$ cat src/rtl/lock_pkg.sv
// Shared types and constants for the electronic-lock code transmitter.
package lock_pkg;

    localparam int CODE_W_DEF = 5;
    localparam logic [CODE_W_DEF-1:0] LOCK_CODE = 5'b01011;

    typedef enum logic [2:0] {
        IDLE,
        GAP,
        SHIFT,
        WAIT_ACK,
        LOCKOUT
    } lock_tx_state_e;

endpackage

$ cat src/rtl/lock_bit_timer.sv
// Bit-period down-counter: bit_tick marks the last clock of every BIT_DIV-clock period.
module lock_bit_timer #(
    parameter int BIT_DIV = 1
) (
    input  logic clk,
    input  logic rstn,
    input  logic load,
    output logic bit_tick
);

    localparam int TW = (BIT_DIV > 1) ? $clog2(BIT_DIV) : 1;

    logic [TW-1:0] cnt_q, cnt_d;

    assign bit_tick = (cnt_q == '0);

    always_comb begin
        cnt_d = cnt_q - 1'b1;
        if (load || bit_tick) cnt_d = TW'(BIT_DIV - 1);
    end

    always_ff @(posedge clk) begin
        if (!rstn) cnt_q <= '0;
        else       cnt_q <= cnt_d;
    end

endmodule

$ cat src/rtl/lock_code_tx.sv
// Serial code transmitter: guard gap, MSB-first code, bounded unlock wait, failure lockout.
module lock_code_tx
    import lock_pkg::*;
#(
    parameter int CODE_W         = CODE_W_DEF,
    parameter int BIT_DIV        = 1,
    parameter int GAP_BITS       = 2,
    parameter int ACK_TIMEOUT    = 8,
    parameter int MAX_FAIL       = 3,
    parameter int LOCKOUT_CYCLES = 64
) (
    input  logic                            clk,
    input  logic                            rstn,
    input  logic [CODE_W-1:0]               code_i,
    input  logic                            code_valid,
    output logic                            code_ready,
    output logic                            ser_out,
    output logic                            ser_active,
    input  logic                            unlock_i,
    output logic                            done,
    output logic                            pass,
    output logic [$clog2(MAX_FAIL+1)-1:0]   fail_cnt,
    output logic                            locked_out
);

    localparam int BC_W = $clog2(((CODE_W > GAP_BITS) ? CODE_W : GAP_BITS) + 1);
    localparam int AC_W = $clog2(ACK_TIMEOUT + 1);
    localparam int LC_W = $clog2(LOCKOUT_CYCLES + 1);
    localparam int FC_W = $clog2(MAX_FAIL + 1);

    lock_tx_state_e    state_q, state_d;
    logic [CODE_W-1:0] shift_q, shift_d;
    logic [BC_W-1:0]   bit_cnt_q, bit_cnt_d;
    logic [AC_W-1:0]   ack_cnt_q, ack_cnt_d;
    logic [LC_W-1:0]   lock_cnt_q, lock_cnt_d;
    logic [FC_W-1:0]   fail_q, fail_d, fail_inc;
    logic              ser_q, ser_d;
    logic              done_q, done_d;
    logic              pass_q, pass_d;
    logic              locked_q, locked_d;
    logic              tmr_load, bit_tick;

    lock_bit_timer #(.BIT_DIV(BIT_DIV)) u_timer (
        .clk      (clk),
        .rstn     (rstn),
        .load     (tmr_load),
        .bit_tick (bit_tick)
    );

    // Blocking ready during the done cycle keeps the next accept at least one cycle after done.
    assign code_ready = (state_q == IDLE) && !done_q;
    assign ser_active = (state_q == GAP) || (state_q == SHIFT);
    assign ser_out    = ser_q;
    assign done       = done_q;
    assign pass       = pass_q;
    assign fail_cnt   = fail_q;
    assign locked_out = locked_q;

    always_comb begin
        state_d    = state_q;
        shift_d    = shift_q;
        bit_cnt_d  = bit_cnt_q;
        ack_cnt_d  = ack_cnt_q;
        lock_cnt_d = lock_cnt_q;
        fail_d     = fail_q;
        done_d     = 1'b0;
        pass_d     = pass_q;
        tmr_load   = 1'b0;
        fail_inc   = (fail_q == FC_W'(MAX_FAIL)) ? fail_q : fail_q + 1'b1;
        case (state_q)
            IDLE: begin
                if (code_valid && code_ready) begin
                    shift_d   = code_i;
                    bit_cnt_d = '0;
                    tmr_load  = 1'b1;
                    state_d   = (GAP_BITS == 0) ? SHIFT : GAP;
                end
            end
            GAP: begin
                if (bit_tick) begin
                    if (bit_cnt_q == BC_W'(GAP_BITS - 1)) begin
                        bit_cnt_d = '0;
                        state_d   = SHIFT;
                    end else begin
                        bit_cnt_d = bit_cnt_q + 1'b1;
                    end
                end
            end
            SHIFT: begin
                if (bit_tick) begin
                    if (bit_cnt_q == BC_W'(CODE_W - 1)) begin
                        ack_cnt_d = '0;
                        state_d   = WAIT_ACK;
                    end else begin
                        shift_d   = shift_q << 1;
                        bit_cnt_d = bit_cnt_q + 1'b1;
                    end
                end
            end
            WAIT_ACK: begin
                if (unlock_i) begin
                    done_d  = 1'b1;
                    pass_d  = 1'b1;
                    fail_d  = '0;
                    state_d = IDLE;
                end else if (ack_cnt_q == AC_W'(ACK_TIMEOUT - 1)) begin
                    done_d = 1'b1;
                    pass_d = 1'b0;
                    fail_d = fail_inc;
                    if (fail_inc == FC_W'(MAX_FAIL)) begin
                        lock_cnt_d = '0;
                        state_d    = LOCKOUT;
                    end else begin
                        state_d = IDLE;
                    end
                end else begin
                    ack_cnt_d = ack_cnt_q + 1'b1;
                end
            end
            LOCKOUT: begin
                if (lock_cnt_q == LC_W'(LOCKOUT_CYCLES - 1)) begin
                    fail_d  = '0;
                    state_d = IDLE;
                end else begin
                    lock_cnt_d = lock_cnt_q + 1'b1;
                end
            end
            default: state_d = IDLE;
        endcase
        // Serial line and lockout flag are registered versions of the next state's outputs.
        ser_d    = (state_d == SHIFT) ? shift_d[CODE_W-1] : 1'b0;
        locked_d = (state_d == LOCKOUT);
    end

    always_ff @(posedge clk) begin
        if (!rstn) begin
            state_q    <= IDLE;
            shift_q    <= '0;
            bit_cnt_q  <= '0;
            ack_cnt_q  <= '0;
            lock_cnt_q <= '0;
            fail_q     <= '0;
            ser_q      <= 1'b0;
            done_q     <= 1'b0;
            pass_q     <= 1'b0;
            locked_q   <= 1'b0;
        end else begin
            state_q    <= state_d;
            shift_q    <= shift_d;
            bit_cnt_q  <= bit_cnt_d;
            ack_cnt_q  <= ack_cnt_d;
            lock_cnt_q <= lock_cnt_d;
            fail_q     <= fail_d;
            ser_q      <= ser_d;
            done_q     <= done_d;
            pass_q     <= pass_d;
            locked_q   <= locked_d;
        end
    end

endmodule

$ cat config.mk
export PLATFORM = sky130hd
export DESIGN_NAME = lock_code_tx
export DESIGN_NICKNAME = d
export VERILOG_FILES = /design/src/rtl/lock_pkg.sv /design/src/rtl/lock_bit_timer.sv /design/src/rtl/lock_code_tx.sv
export SDC_FILE = /design/constraint.sdc
export NUM_CORES = 1
export LEC_CHECK = 0
export CAP_MARGIN = 20
export CORE_MARGIN = 2
export CORE_UTILIZATION = 25
export CTS_CLUSTER_SIZE = 40
export DETAILED_ROUTE_END_ITERATION = 7
export GPL_TIMING_DRIVEN = 0
export PLACE_DENSITY = 0.53
export SYNTH_ARGS = -nofsm -noshare
export SYNTH_HDL_FRONTEND = slang
export SYNTH_SLANG_ARGS = --single-unit
$ cat constraint.sdc
create_clock -name clk -period 5.4 [get_ports clk]
set_input_delay 1.08 -clock clk [delete_from_list [all_inputs] [get_ports clk]]
set_output_delay 1.08 -clock clk [all_outputs]
set_load 0.05 [all_outputs]
== After elaboration in Yosys (flattened, before gate mapping) ==
Cells that the tools add are included.

* Bits in registers: 29
* Latch bits: 0
* Word-level logic and storage cells: 104
* Input bits: 9
* Bits in read-only memories: 0
* RAM bits: 0
* Memories: 0

* Bitwise logic cells: 2
* $lt $le $gt $ge: 0
* Muxes and demuxes: 41
* Reductions and logical operators: 20
* Shift operators: 0
* Eq/ne operators: 24
* Div/mod/pow operators: 0
* $mul: 0
* Add/subtract/negate cells: 5

{| class="wikitable"
|+ Operators by type and width
! kind !! number
|-
| $mux 3 || 14
|-
| $mux 7 || 4
|-
| $ne 2x2->1 const B || 9
|-
| $mux 4 || 4
|-
| $mux 5 || 3
|-
| $pmux 3 s5 || 1
|-
| $reduce_and 5->1 || 3
|-
| $pmux 7 s2 || 1
|-
| $pmux 5 s2 || 1
|-
| $eq 3x2->1 const B || 3
|-
| $eq 3x3->1 const B || 3
|-
| $pmux 3 s3 || 1
|-
| $mux 2 || 4
|-
| $pmux 4 s2 || 1
|-
| $reduce_bool 2->1 || 4
|-
| $add 7x1->7 const B || 1
|-
| $eq 7x6->1 const B || 1
|-
| $eq 3x1->1 const B || 2
|-
| $mux 1 || 6
|-
| $reduce_and 2->1 || 3
|-
| $add 4x1->4 const B || 1
|-
| $eq 2x2->1 const B || 2
|-
| $eq 4x3->1 const B || 1
|-
| $ne 2x1->1 const B || 2
|-
| other kinds (14) || 17
|}

== Longest topological paths before layout ==
* Depth after elaboration: 9
* Mapped depth: 7

== Modules after synthesis ==
A second synthesis with hierarchy kept.

* Cell total of the unflattened synthesis: 180
* Area total of the unflattened synthesis: 1527.7 µm²

{| class="wikitable"
|+ By module, submodules not included
! module !! times used !! sequential area each (µm²) !! area each (µm²) !! cells each
|-
| lock_code_tx || 1 || 560.5 || 1500.2 || 177
|-
| lock_bit_timer || 1 || 20.0 || 27.5 || 3
|}

== Least setup slack after synthesis ==
OpenSTA, ideal clock, no wires.

* Path kind: flip-flop to output port
* Start: register state_q[0]
* End: output port code_ready
* Required time: 4320 ps
* Slack: 2765 ps
* Data arrival time: 1555 ps
* Cell stages (with the launch flop): 3
* Buffers on the path: 1
* Path through: dfxtp_1 -> buf_2 -> nor4_2

* Cells in the longest elaborated chain, start to end: 2

{| class="wikitable"
|+ Ends and longest elaborated chain
! element !! RTL line !! text
|-
| from (decl) || lock_code_tx.sv:31 || <nowiki>lock_tx_state_e state_q, state_d;</nowiki>
|-
| from (signal assigned) || lock_code_tx.sv:148 || <nowiki>state_q <= state_d;</nowiki>
|-
| $logic_not 3->1 || lock_code_tx.sv:51 || <nowiki>assign code_ready = (state_q == IDLE) && !done_q;</nowiki>
|-
| $logic_and 1x1->1 || lock_code_tx.sv:51 ||
|-
| to (decl) || lock_code_tx.sv:16 || <nowiki>output logic code_ready,</nowiki>
|}

Every way passes these cells.

== Final worst setup path ==
Same ends and word-level chain as after synthesis.

==> metrics.txt <==
# TYPE chip_impl_metric gauge
chip_impl_metric{name="setup_viol",unit=""} 0
chip_impl_metric{name="cts_max_path_buffers",unit=""} 2
chip_impl_metric{name="routed_wl",unit="mm"} 3.40
chip_impl_metric{name="firstDrtPassIters",unit=""} 4
chip_impl_metric{name="route.vias.total",unit=""} 1309
chip_impl_metric{name="groute.layer.met2.usage",unit=""} 0.167
chip_impl_info{name="cts_root_buf",value="clkbuf_8"} 1
chip_impl_info{name="crit-reg2reg-capture",value="lock_cnt_q[5]"} 1
chip_impl_metric{name="postCtsHoldBufs",unit=""} 0
chip_impl_metric{name="cts_made_buffers",unit=""} 5
chip_impl_metric{name="die_h",unit="microns"} 82.2
chip_impl_info{name="unrepaired_setup_endpoints_after_global_routing",value="no"} 1
chip_impl_metric{name="cp_num_cells",unit=""} 3
chip_impl_metric{name="ys_warn_count",unit=""} 0
chip_impl_metric{name="antenna_left",unit=""} 0
chip_impl_info{name="synthFlopType",value="dfxtp_1"} 1
chip_impl_metric{name="grt_antenna_before_repair",unit=""} 0
chip_impl_metric{name="power_total",unit="mW"} 0.474
chip_impl_metric{name="slew_violations",unit=""} 0
chip_impl_metric{name="detail_route.drc_violations",unit=""} 0
chip_impl_metric{name="path_max_fanout",unit=""} 10
chip_impl_metric{name="drt_first_iter_violations",unit=""} 48
chip_impl_metric{name="areaGrowthSynthToFinish",unit="%"} 23.6
chip_impl_info{name="grt.busiest_layer",value="met2"} 1
chip_impl_metric{name="die_w",unit="microns"} 82.2
chip_impl_metric{name="synth_async_sr_flop_share",unit=""} 0
chip_impl_metric{name="final_cells",unit=""} 270
chip_impl_info{name="regToRegStartpoint",value="ack_cnt_q[0]"} 1
chip_impl_metric{name="grt_use_met1",unit=""} 0.148
chip_impl_metric{name="syn-num-nets",unit=""} 184
chip_impl_info{name="cpLargestDelayFamily",value="buffers and inverters"} 1
chip_impl_metric{name="fp.dieArea",unit="sq mm"} 0.00676
chip_impl_metric{name="worstPathBufferInverterCount",unit=""} 2
chip_impl_metric{name="dp_hpwl",unit="mm"} 2.46
chip_impl_metric{name="i_o_pin_cnt",unit=""} 17
chip_impl_metric{name="count_of_maximum_capacitance_violations",unit=""} 0
chip_impl_info{name="synth.top_cells.by_area",value="dfxtp_1, nand2_1, ha_1"} 1
chip_impl_info{name="cts_tree",value="built"} 1
chip_impl_metric{name="power.ir.vdd_worst",unit="mV"} 0.0851
chip_impl_metric{name="crit_path_time_final",unit="ns"} 3.18
chip_impl_metric{name="clk-insertion-delay-late",unit="ns"} 0.28
chip_impl_metric{name="post-route-period-util",unit=""} 0.590
chip_impl_metric{name="place_inst",unit=""} 261
chip_impl_metric{name="first_global_vias",unit=""} 1215
chip_impl_metric{name="postLayoutSetupSlackWorst",unit="ns"} 2.22
chip_impl_info{name="cp_slowest_cell",value="clkdlybuf4s50_1"} 1
chip_impl_metric{name="gp_congestion",unit=""} 0.740
chip_impl_metric{name="finalSetupTns",unit="ns"} 0
chip_impl_metric{name="flop_to_flop_setup_slack",unit="ns"} 3.39
chip_impl_metric{name="wl_per_cell",unit="microns"} 12.6
chip_impl_metric{name="max-slew-margin-rel",unit=""} 0.667
chip_impl_metric{name="grt_util_all_layers",unit=""} 0.113
chip_impl_metric{name="pwr_density_cell",unit="mW/mm^2"} 251
chip_impl_metric{name="core_region",unit="sq mm"} 0.00592
chip_impl_metric{name="critPathRequiredTime",unit="ns"} 4.32
chip_impl_metric{name="placedInstanceArea",unit="sq mm"} 0.00178
chip_impl_info{name="outcome",value="completed"} 1
chip_impl_metric{name="rows",unit=""} 28
chip_impl_metric{name="cellLeakagePower",unit="nW"} 0.671
chip_impl_info{name="setup.worst_path.end",value="code_ready"} 1
chip_impl_metric{name="timing_worst_slew_pin_value",unit="ns"} 0.497
chip_impl_metric{name="synthesis.instances",unit=""} 170
chip_impl_metric{name="clock_sinks",unit=""} 29
chip_impl_metric{name="fin_worst_skew",unit="ns"} 0.00393
chip_impl_metric{name="netlist-cell-type-count",unit=""} 49
chip_impl_metric{name="synth-seq-cells",unit=""} 29
chip_impl_metric{name="cp_data_arrival_time",unit="ns"} 2.10
chip_impl_metric{name="synthesized_area_per_cell",unit="sq um"} 8.99
chip_impl_metric{name="clock.fmax",unit="MHz"} 314
chip_impl_info{name="cp-start-kind",value="flip-flop"} 1
chip_impl_metric{name="cts_resized",unit=""} 0
chip_impl_metric{name="reg2regPathDepth",unit=""} 6
chip_impl_info{name="worstPathCellList",value="buf_2 > nor4_2 > clkdlybuf4s50_1"} 1
chip_impl_metric{name="grt_pass1_wl",unit="mm"} 5.80
chip_impl_metric{name="post_route_cells_drive_above_1_share",unit=""} 0.118
chip_impl_metric{name="h-tree-depth",unit=""} 2
chip_impl_metric{name="clk_pin_slew_worst_paths",unit="ns"} 0.06
chip_impl_metric{name="port_buffers",unit=""} 16
chip_impl_metric{name="netlist_area",unit="sq mm"} 0.00153
chip_impl_metric{name="cts_post_setup_buffers_inserted",unit=""} 0
chip_impl_metric{name="yosysTopAreaCellShare",unit=""} 0.380
chip_impl_info{name="setup.worst_path.end_class",value="primary output"} 1
chip_impl_metric{name="pin_count_of_the_biggest_net_entering_global_routing",unit=""} 11
chip_impl_metric{name="post_drt_via_cell_ratio",unit=""} 4.85
chip_impl_info{name="path_class_of_the_lowest_slack_min_delay_path",value="flip-flop to flip-flop"} 1
chip_impl_metric{name="num-nets-final",unit=""} 208
chip_impl_metric{name="insertedDiodeCount",unit=""} 0
chip_impl_metric{name="design_area",unit="sq mm"} 0.00189
chip_impl_metric{name="detailedPlace.worstSlack",unit="ns"} 2.22
chip_impl_metric{name="ys_seq_area_frac",unit=""} 0.380
chip_impl_info{name="worst_setup_path_class",value="flip-flop to primary output"} 1
chip_impl_metric{name="utilization",unit=""} 0.319
chip_impl_metric{name="globalRouteMet3Util",unit=""} 0.0337
chip_impl_metric{name="initial_utilization",unit=""} 0.258
chip_impl_metric{name="whs",unit="ns"} 0.461
chip_impl_metric{name="cp_slowest_stage_delay",unit="ns"} 0.88
chip_impl_metric{name="finalHoldViolations",unit=""} 0
chip_impl_info{name="synthDominantAreaCellType",value="dfxtp_1"} 1
chip_impl_metric{name="synth_enable_flop_cells",unit=""} 0
chip_impl_metric{name="grt_overflow_total",unit=""} 0
chip_impl_metric{name="timing.hold.worst_path_depth",unit=""} 2
chip_impl_info{name="critical_path.startpoint",value="state_q[0]"} 1
-- layout make-up --
type	instances	area, sq um
Fill cell	633	4030
Multi-Input combinational cell	128	887
Sequential cell	29	581
Timing Repair Buffer	17	165
Clock buffer	7	96.3
Tap cell	75	93.8
Buffer	9	46.3
Inverter	4	15.0
Clock inverter	1	5.00
-- flip-flops by register name, indices dropped and copies added, names as in the netlist --
register       flops
bit_cnt_q          3
done               1
fail_cnt           2
locked_out         1
shift_q            5
ack_cnt_q          4
lock_cnt_q         7
pass               1
ser_out            1
state_q            3
u_timer.cnt_q      1
-- per-layer routing --
metal | share of wire | wire [microns]
met4 | 0.015 | 50
met5 | 0 | 0
met1 | 0.51 | 1730
met2 | 0.43 | 1460
met3 | 0.046 | 157
-- worst min-delay path by stage --
stage,startpoint,endpoint,slack [ns]
final,shift_q[2],shift_q[2],0.46
after global routing,shift_q[2],shift_q[2],0.49
after CTS,shift_q[2],shift_q[2],0.47
after detailed placement,shift_q[2],shift_q[2],0.46
after global placement,shift_q[2],shift_q[2],0.45
after floorplan,shift_q[3],shift_q[3],0.44
-- cell usage after synthesis (2+ instances only) --
master / n
mux2i_1: 2
and3b_1: 2
and3_1: 4
dfxtp_1: 29
nor3b_1: 3
a2111o_1: 3
or3_1: 3
o21a_1: 2
and2_1: 2
nand3_1: 11
nand2_1: 18
ha_1: 5
o21ai_0: 5
a22oi_1: 4
nand4_1: 3
o311ai_0: 2
o2111ai_1: 3
buf_2: 4
nand2b_1: 4
nand4b_1: 2
nand3b_1: 2
nor2_1: 7
inv_1: 4
clkbuf_1: 4
xnor2_1: 3
a21oi_1: 7
nor2b_1: 5
a21boi_0: 6
-- where the power goes --
group          total [mW]  internal, mW  switching [mW]
sequential          0.222         0.219         0.00309
combinational      0.0514        0.0219          0.0296
clock               0.201         0.115          0.0856
-- cell families (layout without fill, tap and decap cells) --
family,Yosys count,count (layout),synth area share
AND/OR/NAND/NOR,73,73,0.277
AO/OA/AOI/OAI,43,43,0.223
flip-flops,29,29,0.380
buffers and inverters,13,38,0.0401
adder cells (fa/ha/maj),5,5,0.0409
XOR/XNOR,3,3,0.0172
multiplexers,3,3,0.0205
other,1,1,0.00245
-- worst min-delay path, stage by stage (launching register included) --
cell	delay, ns
dfxtp_1	0.31
nand2_1	0.04
a21boi_0	0.06
-- cells in the final DEF (no fill, tap or decap), drive strengths merged, types with 4 or more instances in the layout --
master,Yosys,routed
dfxtp,29,29
nand3,11,11
nand2,18,18
o21ai,5,5
nor2,7,7
inv,4,4
a21boi,6,6
a22oi,4,4
and3,4,4
buf,5,5
clkbuf,4,12
clkdlybuf4s50,0,16
ha,5,5
a21oi,7,7
nor2b,5,5
nand2b,4,4
Power figures use the tool's default switching activity.
